`config.mk`:
```
export PLATFORM = sky130hd
export DESIGN_NAME = id_ex_skid
export DESIGN_NICKNAME = d
export VERILOG_FILES = /design/src/rtl/id_ex_skid_pkg.sv /design/src/rtl/id_ex_skid_sat_counter.sv /design/src/rtl/id_ex_skid.sv
export SDC_FILE = /design/constraint.sdc
export NUM_CORES = 1
export LEC_CHECK = 0
export ABC_CLOCK_PERIOD_IN_PS = 4160
export BUFFER_PORTS_ARGS = -buffer_cell sky130_fd_sc_hd__buf_4
export CAP_MARGIN = 20
export CORE_UTILIZATION = 40
export DETAILED_ROUTE_END_ITERATION = 8
export GPL_TIMING_DRIVEN = 0
export SLEW_MARGIN = 20
export SYNTH_ARGS = -nofsm -noshare
export SYNTH_HDL_FRONTEND = slang
export SYNTH_SLANG_ARGS = --single-unit
```
`constraint.sdc`:
```
create_clock -name clk -period 4.16 [get_ports clk]
set_clock_uncertainty 0.05 [all_clocks]
set_input_delay 0.832 -clock clk [delete_from_list [all_inputs] [get_ports clk]]
set_output_delay 0.832 -clock clk [all_outputs]
set_load 0.01 [all_outputs]
```
`src/rtl/id_ex_skid_pkg.sv`:
```
// Shared encodings and default field widths for the ID->EX boundary.
package id_ex_skid_pkg;

    // Default field widths of the MIPS32 decode bundle.
    localparam int unsigned AluopWDefault  = 8;
    localparam int unsigned AluselWDefault = 3;
    localparam int unsigned DataWDefault   = 32;
    localparam int unsigned AddrWDefault   = 5;
    localparam int unsigned SideWDefault   = 32;
    localparam int unsigned CntWDefault    = 16;

    // NOP encoding driven on the EX side whenever no valid bundle is held.
    localparam logic [7:0]  EXE_NOP_OP  = 8'b0000_0000;
    localparam logic [2:0]  EXE_RES_NOP = 3'b000;
    localparam logic [31:0] ZeroWord    = 32'h0000_0000;
    localparam logic [4:0]  NOPRegAddr  = 5'b00000;

    // Width of one flattened bundle: {aluop, alusel, reg1, reg2, waddr, wr_en, side}.
    function automatic int unsigned bundle_width(
        input int unsigned aluop_w,
        input int unsigned alusel_w,
        input int unsigned data_w,
        input int unsigned addr_w,
        input int unsigned side_w
    );
        return aluop_w + alusel_w + 2 * data_w + addr_w + 1 + side_w;
    endfunction

endpackage

```
`src/rtl/id_ex_skid_sat_counter.sv`:
```
// Saturating up-counter with synchronous active-high reset.
module id_ex_skid_sat_counter #(
    parameter int unsigned CNT_W = 16
) (
    input  logic             clk,
    input  logic             rst,
    input  logic             inc,
    output logic [CNT_W-1:0] cnt
);

    logic [CNT_W-1:0] cnt_q;
    logic [CNT_W-1:0] cnt_d;

    // Next count: clear on reset, otherwise step up and stick at all-ones.
    always_comb begin
        cnt_d = cnt_q;
        if (rst) begin
            cnt_d = '0;
        end else if (inc && (cnt_q != {CNT_W{1'b1}})) begin
            cnt_d = cnt_q + CNT_W'(1);
        end
    end

    // Count register.
    always_ff @(posedge clk) begin
        cnt_q <= cnt_d;
    end

    assign cnt = cnt_q;

endmodule

```
`src/rtl/id_ex_skid.sv`:
```
// ID->EX pipeline boundary: main register plus one-entry skid buffer, registered
// ready, synchronous flush, NOP-gated outputs and a saturating bubble counter.
module id_ex_skid
    import id_ex_skid_pkg::*;
#(
    parameter int unsigned ALUOP_W  = AluopWDefault,
    parameter int unsigned ALUSEL_W = AluselWDefault,
    parameter int unsigned DATA_W   = DataWDefault,
    parameter int unsigned ADDR_W   = AddrWDefault,
    parameter int unsigned SIDE_W   = SideWDefault,
    parameter int unsigned CNT_W    = CntWDefault
) (
    input  logic                clk,
    input  logic                rst,

    input  logic                id_valid,
    output logic                id_ready,
    input  logic [ALUOP_W-1:0]  id_aluop,
    input  logic [ALUSEL_W-1:0] id_alusel,
    input  logic [DATA_W-1:0]   id_reg1,
    input  logic [DATA_W-1:0]   id_reg2,
    input  logic [ADDR_W-1:0]   id_waddr,
    input  logic                id_wr_en,
    input  logic [SIDE_W-1:0]   id_side,

    input  logic                flush,

    output logic                ex_valid,
    input  logic                ex_ready,
    output logic [ALUOP_W-1:0]  ex_aluop,
    output logic [ALUSEL_W-1:0] ex_alusel,
    output logic [DATA_W-1:0]   ex_reg1,
    output logic [DATA_W-1:0]   ex_reg2,
    output logic [ADDR_W-1:0]   ex_waddr,
    output logic                ex_wr_en,
    output logic [SIDE_W-1:0]   ex_side,

    output logic [CNT_W-1:0]    bubble_cnt
);

    localparam int unsigned BundleW =
        bundle_width(ALUOP_W, ALUSEL_W, DATA_W, ADDR_W, SIDE_W);

    // Field offsets inside a flattened bundle (side occupies the LSBs).
    localparam int unsigned SideLsb   = 0;
    localparam int unsigned WrEnLsb   = SideLsb + SIDE_W;
    localparam int unsigned WaddrLsb  = WrEnLsb + 1;
    localparam int unsigned Reg2Lsb   = WaddrLsb + ADDR_W;
    localparam int unsigned Reg1Lsb   = Reg2Lsb + DATA_W;
    localparam int unsigned AluselLsb = Reg1Lsb + DATA_W;
    localparam int unsigned AluopLsb  = AluselLsb + ALUSEL_W;

    localparam logic [BundleW-1:0] NopBundle = {
        ALUOP_W'(EXE_NOP_OP),
        ALUSEL_W'(EXE_RES_NOP),
        DATA_W'(ZeroWord),
        DATA_W'(ZeroWord),
        ADDR_W'(NOPRegAddr),
        1'b0,
        SIDE_W'(ZeroWord)
    };

    logic [BundleW-1:0] in_bundle;
    logic [BundleW-1:0] m_q, m_d;
    logic [BundleW-1:0] s_q, s_d;
    logic               m_valid_q, m_valid_d;
    logic               s_valid_q, s_valid_d;
    logic               accept;
    logic               drain;

    assign in_bundle = {id_aluop, id_alusel, id_reg1, id_reg2, id_waddr, id_wr_en, id_side};

    // Ready comes straight from a flop, so ex_ready never reaches id_ready combinationally.
    assign id_ready = ~s_valid_q;
    assign accept   = id_valid & id_ready;
    assign drain    = m_valid_q & ex_ready;

    // Next state of the main/skid pair. M is written with the NOP bundle whenever it
    // goes empty, so the EX outputs need no valid-gating mux.
    always_comb begin
        m_d       = m_q;
        s_d       = s_q;
        m_valid_d = m_valid_q;
        s_valid_d = s_valid_q;

        if (rst || flush) begin
            m_d       = NopBundle;
            s_d       = NopBundle;
            m_valid_d = 1'b0;
            s_valid_d = 1'b0;
        end else if (!m_valid_q || drain) begin
            if (s_valid_q) begin
                // Skid entry is older than anything arriving now.
                m_d       = s_q;
                m_valid_d = 1'b1;
                if (accept) begin
                    s_d       = in_bundle;
                    s_valid_d = 1'b1;
                end else begin
                    s_d       = NopBundle;
                    s_valid_d = 1'b0;
                end
            end else if (accept) begin
                m_d       = in_bundle;
                m_valid_d = 1'b1;
            end else begin
                m_d       = NopBundle;
                m_valid_d = 1'b0;
            end
        end else if (accept) begin
            // M stalled: park the incoming bundle in the skid slot.
            s_d       = in_bundle;
            s_valid_d = 1'b1;
        end
    end

    // Main and skid registers.
    always_ff @(posedge clk) begin
        m_q       <= m_d;
        s_q       <= s_d;
        m_valid_q <= m_valid_d;
        s_valid_q <= s_valid_d;
    end

    assign ex_valid  = m_valid_q;
    assign ex_aluop  = m_q[AluopLsb  +: ALUOP_W];
    assign ex_alusel = m_q[AluselLsb +: ALUSEL_W];
    assign ex_reg1   = m_q[Reg1Lsb   +: DATA_W];
    assign ex_reg2   = m_q[Reg2Lsb   +: DATA_W];
    assign ex_waddr  = m_q[WaddrLsb  +: ADDR_W];
    assign ex_wr_en  = m_q[WrEnLsb];
    assign ex_side   = m_q[SideLsb   +: SIDE_W];

    id_ex_skid_sat_counter #(
        .CNT_W (CNT_W)
    ) u_bubble_cnt (
        .clk (clk),
        .rst (rst),
        .inc (~m_valid_q),
        .cnt (bubble_cnt)
    );

endmodule

```
==> impl_metrics.json, run 1 <==
{
  "synth-edff-count": 0,
  "ioPinCount": 249,
  "drt_pass1_iterations": 5,
  "drv_cap": 0,
  "holdBufCountCts": 0,
  "multi_input_area_mm2": 0.00355,
  "synth.avg_cell_area_um2": 10.0,
  "relSlewSlack_pct": 55.7,
  "max_freq_ghz": 0.452,
  "clkTransAtPathRegs_ns": 0.06,
  "fin_nets": 1282,
  "whs_ns": 0.423,
  "drv_slew": 0,
  "postCtsSetupBuffers": 0,
  "synth_nets": 1006,
  "synthCells": 887,
  "fin_tns_setup_ns": 0,
  "grt_overflow": 0,
  "crit_slowest_cell": "clkbuf_1",
  "drt_wl_total_um": 26600,
  "finalSetupViolCount": 0,
  "synth_ff_type": "dfxtp_1",
  "cts_root_buf": "clkbuf_16",
  "min_path_type": "flip-flop to flip-flop",
  "tightest_slew_ns": 0.664,
  "period_needed_ns": 2.21,
  "grt_pass1_vias": 7659,
  "wl_per_cell_um": 18.2,
  "syn2layout_area_growth_pct": 34.9,
  "htree_levels": 1,
  "power_density_mw_per_mm2": 437,
  "cp_cell_sequence": "buf_2, or2_0, buf_2, clkbuf_1, clkbuf_1, nor3_1",
  "grt_util_all_layers_pct": 22.8,
  "viasPerCell": 5.50,
  "status": "finished clean",
  "seqCellArea_mm2": 0.00488,
  "finalHoldViolCount": 0,
  "rsz0062_at_grt": "no",
  "syn_area_mm2": 0.00890,
  "antenna_found_initial": 0,
  "drive_above_1_share_pct": 28.1,
  "clock_latency_ns": 0.53,
  "crit_path_start_kind": "primary input",
  "utilization_pct": 55.0,
  "drt_iter0_markers": 409,
  "cts_tree": "built",
  "die_area_mm2": 0.0228,
  "required_ns": 4.49,
  "leakagePower_nw": 5.13,
  "io_buffers": 247,
  "mostFrequentLayoutCell": "buf_4",
  "synth_warnings": 0,
  "async_reset_ff_share_pct": 0,
  "layout_common_cells": "buf_4, dfxtp_1, nor2_1",
  "worst-path-max-fanout": 10,
  "cp_slowest_stage_delay_ns": 0.51,
  "num_antenna_cells": 0,
  "ir_drop_uv": 292,
  "drc": 0,
  "finalCritPeriodShare_pct": 53.2,
  "ys_seq_elements": 244,
  "core_area_mm2": 0.0218,
  "clock_path_buffers": 3,
  "setup_slack_ns": 1.95,
  "fill_cells": 2020,
  "grt_max_degree": 14,
  "fp.dieH_um": 151,
  "cp.arrival_ns": 2.55,
  "dp_hpwl_um": 18600,
  "grt_pass1_wl_um": 41400,
  "die_x_um": 151,
  "cts_resized": 0,
  "place_congestion": 0.771,
  "routed-via-count": 8034,
  "endpoint_kind": "flip-flop",
  "dp_slack_ns": 1.35,
  "path_class": "primary input to flip-flop",
  "power.total_mw": 5.25,
  "cts_buffers": 27,
  "cts.sinks": 244,
  "ys_types": 45,
  "rows": 54,
  "ant_nets": 0,
  "seq_area_frac_synth_pct": 54.9,
  "start_util_pct": 40.8
}
-- path summary, 6_finish.rpt --
check	start	to	slack, ns	cells past startpoint
setup reg to reg	ex_valid	m_q[75]	2.05	6
hold reg to reg	s_q[84]	s_q[84]	0.42	1
setup / recovery	rst	m_q[73]	1.95	6
hold / removal	s_q[84]	s_q[84]	0.42	1
-- power by group --
part / switching, mW / internal [mW] / leakage [nW]
Sequential: 0.0290 / 2.38 / 1.98
Combinational: 0.218 / 0.205 / 2.71
Clock: 0.954 / 1.46 / 0.444
-- area by class of cell --
cell class | instances | share of cell area, %
Clock inverter | 6 | 0.730
Timing Repair Buffer | 247 | 15.4
Sequential cell | 244 | 40.7
Clock buffer | 42 | 6.77
Tap cell | 280 | 2.92
Inverter | 7 | 0.219
Buffer | 94 | 3.66
Multi-Input combinational cell | 542 | 29.6
-- cell families (layout without fill, tap and decap cells) --
group / count (synthesis) / after routing / synth area share, %
flip-flops: 244 / 244 / 54.9
AO/OA/AOI/OAI: 265 / 265 / 25.0
XOR/XNOR: 1 / 1 / 0.0984
adder cells (fa/ha/maj): 1 / 1 / 0.141
AND/OR/NAND/NOR: 275 / 275 / 14.6
buffers and inverters: 101 / 396 / 5.23
-- registers in the layout (all words and copies together) (netlist names) --
name / count
s_valid_q: 1
m_q: 113
u_bubble_cnt.cnt: 16
ex_valid: 1
s_q: 113
-- routing by layer --
| metal | GRT usage [%] | wire [um] |
|---|---|---|
| met4 | 6.30 | 488 |
| met5 | 0 | 0 |
| met1 | 32.8 | 12300 |
| met3 | 5.21 | 2100 |
| met2 | 34.0 | 11800 |
-- metrics by stage --
step / cell area (um2) / std cells
6_report: 12000 / 1462
5_1_grt: 12000 / 1462
4_1_cts: 12000 / 1462
3_5_place_dp: 11100 / 1414
3_3_place_gp: 11100 / 1414
2_1_floorplan: 8900 / 887
-- critical path, delay by kind of cell --
kind / cells / cell delay (ns)
AND/OR/NAND/NOR: 2 / 0.26
buffers and inverters: 4 / 1.46
-- synth_stat cells, types with 2 or more instances --
cell / count / share of area, %
a22oi_1: 9 / 0.76
or4_1: 4 / 0.34
a221oi_1: 104 / 10
and3_1: 2 / 0.14
a211oi_1: 11 / 0.93
a21oi_1: 10 / 0.56
a2bb2oi_1: 9 / 0.89
clkbuf_1: 48 / 2.0
nand3_1: 4 / 0.22
nor3_1: 111 / 6.2
nor2_1: 129 / 5.4
or3_1: 3 / 0.21
buf_2: 24 / 1.3
a22o_1: 104 / 10
o31ai_1: 4 / 0.34
nor2b_1: 3 / 0.21
inv_1: 7 / 0.30
nand4_1: 4 / 0.28
buf_4: 13 / 1.1
dfxtp_1: 244 / 55
a31oi_1: 4 / 0.28
o21ai_0: 4 / 0.22
nand2_1: 3 / 0.13
buf_1: 8 / 0.34
Power figures use the tool's default switching activity.
==> run 2: changes to the inputs <==
- ABC_AREA: default -> 1
- ABC_CLOCK_PERIOD_IN_PS: 4160 -> 2000
- PLACE_DENSITY: default -> 0.66
- clock period: 4.16 -> 2 ns (I/O delays scaled with it)
==> run 2 against run 1 <==
  * Worst hold slack got worse by 0.33 ns
  * Synthesized cell count increased by 44%
  * Combinational power increased by 110%
  * Total power increased by 100%
  * Register-to-register slack got worse by 1.9 ns
  * Final area increased by 6.6%
==> impl_metrics.json, run 2 <==
{
  "die_area_mm2": 0.0247,
  "rr_worst_depth": 7,
  "finalCritPeriodShare_pct": 92.7,
  "fill_cells": 2315,
  "dp_hpwl_um": 21500,
  "synth_warnings": 0,
  "utilization_pct": 54.3,
  "r2r_start": "s_valid_q",
  "required_ns": 2.40,
  "netlist_top_cells_area": "dfxtp_1, nand2_1, nand3_1",
  "period_needed_ns": 1.85,
  "syn2layout_area_growth_pct": 33.0,
  "cts.sinks": 244,
  "ys_seq_elements": 244,
  "syn_area_mm2": 0.00962,
  "drt_wl_total_um": 30900,
  "seq_area_frac_synth_pct": 50.8,
  "fin_nets": 1679,
  "synthCells": 1280,
  "ir_drop_uv": 509,
  "io_buffers": 248,
  "endpoint_kind": "flip-flop",
  "postPlaceCellArea_mm2": 0.0119,
  "drt_iter0_markers": 734,
  "cp.arrival_ns": 2.25,
  "holdBufCountCts": 0,
  "cp-startpoint": "s_valid_q",
  "grt_pass1_vias": 9267,
  "finalSetupViolCount": 0,
  "drv_slew": 0,
  "grt_overflow": 0,
  "cts_buffers": 27,
  "power_density_mw_per_mm2": 834,
  "viasPerCell": 5.28,
  "netlist.area_leader.share_pct": 50.8,
  "drc": 0,
  "max_freq_ghz": 0.539,
  "grt_pass1_wl_um": 48100,
  "seqCellArea_mm2": 0.00489,
  "ioPinCount": 249,
  "clock_latency_ns": 0.52,
  "rsz0062_at_grt": "yes",
  "routed-via-count": 10000,
  "worstHoldStart": "id_reg1[27]",
  "clkTransAtPathRegs_ns": 0.06,
  "fp.dieH_um": 157,
  "cts_root_buf": "clkbuf_16",
  "min_path_cells": 3,
  "cts_tree": "built",
  "synth_ff_type": "dfxtp_1",
  "synth.avg_cell_area_um2": 7.51,
  "multi_input_area_mm2": 0.00420,
  "finalHoldViolCount": 0,
  "synth_area_leader_cell": "dfxtp_1",
  "die_x_um": 157,
  "clock_path_buffers": 3,
  "grt_max_degree": 13,
  "mostFrequentLayoutCell": "nand2_1",
  "min_path_type": "primary input to flip-flop",
  "drv_cap": 0,
  "rows": 56,
  "synth-edff-count": 0,
  "htree_levels": 1,
  "synth_common_cells": "nand2_1, nand3_1, dfxtp_1",
  "tightest_slew_ns": 0.632,
  "worst-path-max-fanout": 10,
  "drive_above_1_share_pct": 21.8,
  "synth_nets": 1399,
  "finalInstanceArea_mm2": 0.0128,
  "start_util_pct": 40.8,
  "place_congestion": 0.821,
  "yosysMostFrequentCell": "nand2_1",
  "relSlewSlack_pct": 57.9,
  "core_area_mm2": 0.0235,
  "layout_common_cells": "nand2_1, buf_4, nand3_1",
  "grt_util_all_layers_pct": 24.4,
  "crit_path_start_kind": "flip-flop",
  "async_reset_ff_share_pct": 0,
  "antenna_found_initial": 2,
  "wl_per_cell_um": 16.2,
  "leakagePower_nw": 4.80,
  "ant_nets": 0,
  "status": "finished clean",
  "drt_pass1_iterations": 6,
  "path_class": "flip-flop to flip-flop",
  "ys_types": 21
}
[run 2: report_power, final]
part	switching (mW)	internal (mW)
clock network	2.00	2.78
registers	0.0569	4.95
logic	0.513	0.375
total	2.57	8.10
[run 2: worst max-delay path: stages (launching register included)]
cell     delay [ns]
dfxtp_1        0.31
inv_1          0.10
nand2_1        0.06
inv_1          0.13
buf_2          0.37
buf_1          0.42
nand3_1        0.16
a31oi_1        0.17
[run 2: kinds of logic after synthesis]
logic type / count (synthesis) / synth area share, %
buffers and inverters: 129 / 5.57
and+or+nand+nor: 662 / 29.2
AOI/OAI and AO/OA: 244 / 14.3
DFF: 244 / 50.8
adders and majority gates: 1 / 0.130
[run 2: per-stage QoR]
step                setup TNS (ns)  total power, mW  hold slack, ns  setup slack [ns]  std cells
detailed placement          -25.88             5.99           0.401            -0.288       1847
CTS                         -0.117             10.7          0.0747           -0.0311       1898
finish                           0             10.7          0.0890             0.146       1900
global placement            -24.60             5.98           0.397            -0.254       1847
floorplan                        0             5.50           0.389             0.436       1280
global route               -0.0473             11.0          0.0922           -0.0219       1898
[run 2: worst paths after layout]
path	end	slack [ns]
max	m_q[33]	0.15
min	s_q[97]	0.09
max reg2reg	m_q[33]	0.15
min reg2reg	s_q[6]	0.41
[run 2: final cells by class]
type | instances | share of cell area [%]
clock buffers | 43 | 6.38
flip-flops and latches | 244 | 38.2
diodes | 2 | 0.0391
well taps | 319 | 3.12
repair buffers | 251 | 14.7
plain buffers | 111 | 3.92
multi-input cells | 907 | 32.9
clock inverters | 5 | 0.225
inverters | 18 | 0.528
[run 2: layer usage]
layer	wire, um	vias to the layer above	GRT usage [%]
met3	2150	50	3.74
met5	0	-	0
met2	14300	329	39.3
met4	773	0	7.21
met1	13700	4709	33.5
li1	-	4941	-
[run 2: what timing repair did]
item                       CTS  global route
setup endpoints to repair  125           152
resized for setup            8            23
setup buffers                3             0
pin swaps                    1             1
gates cloned                 0             0
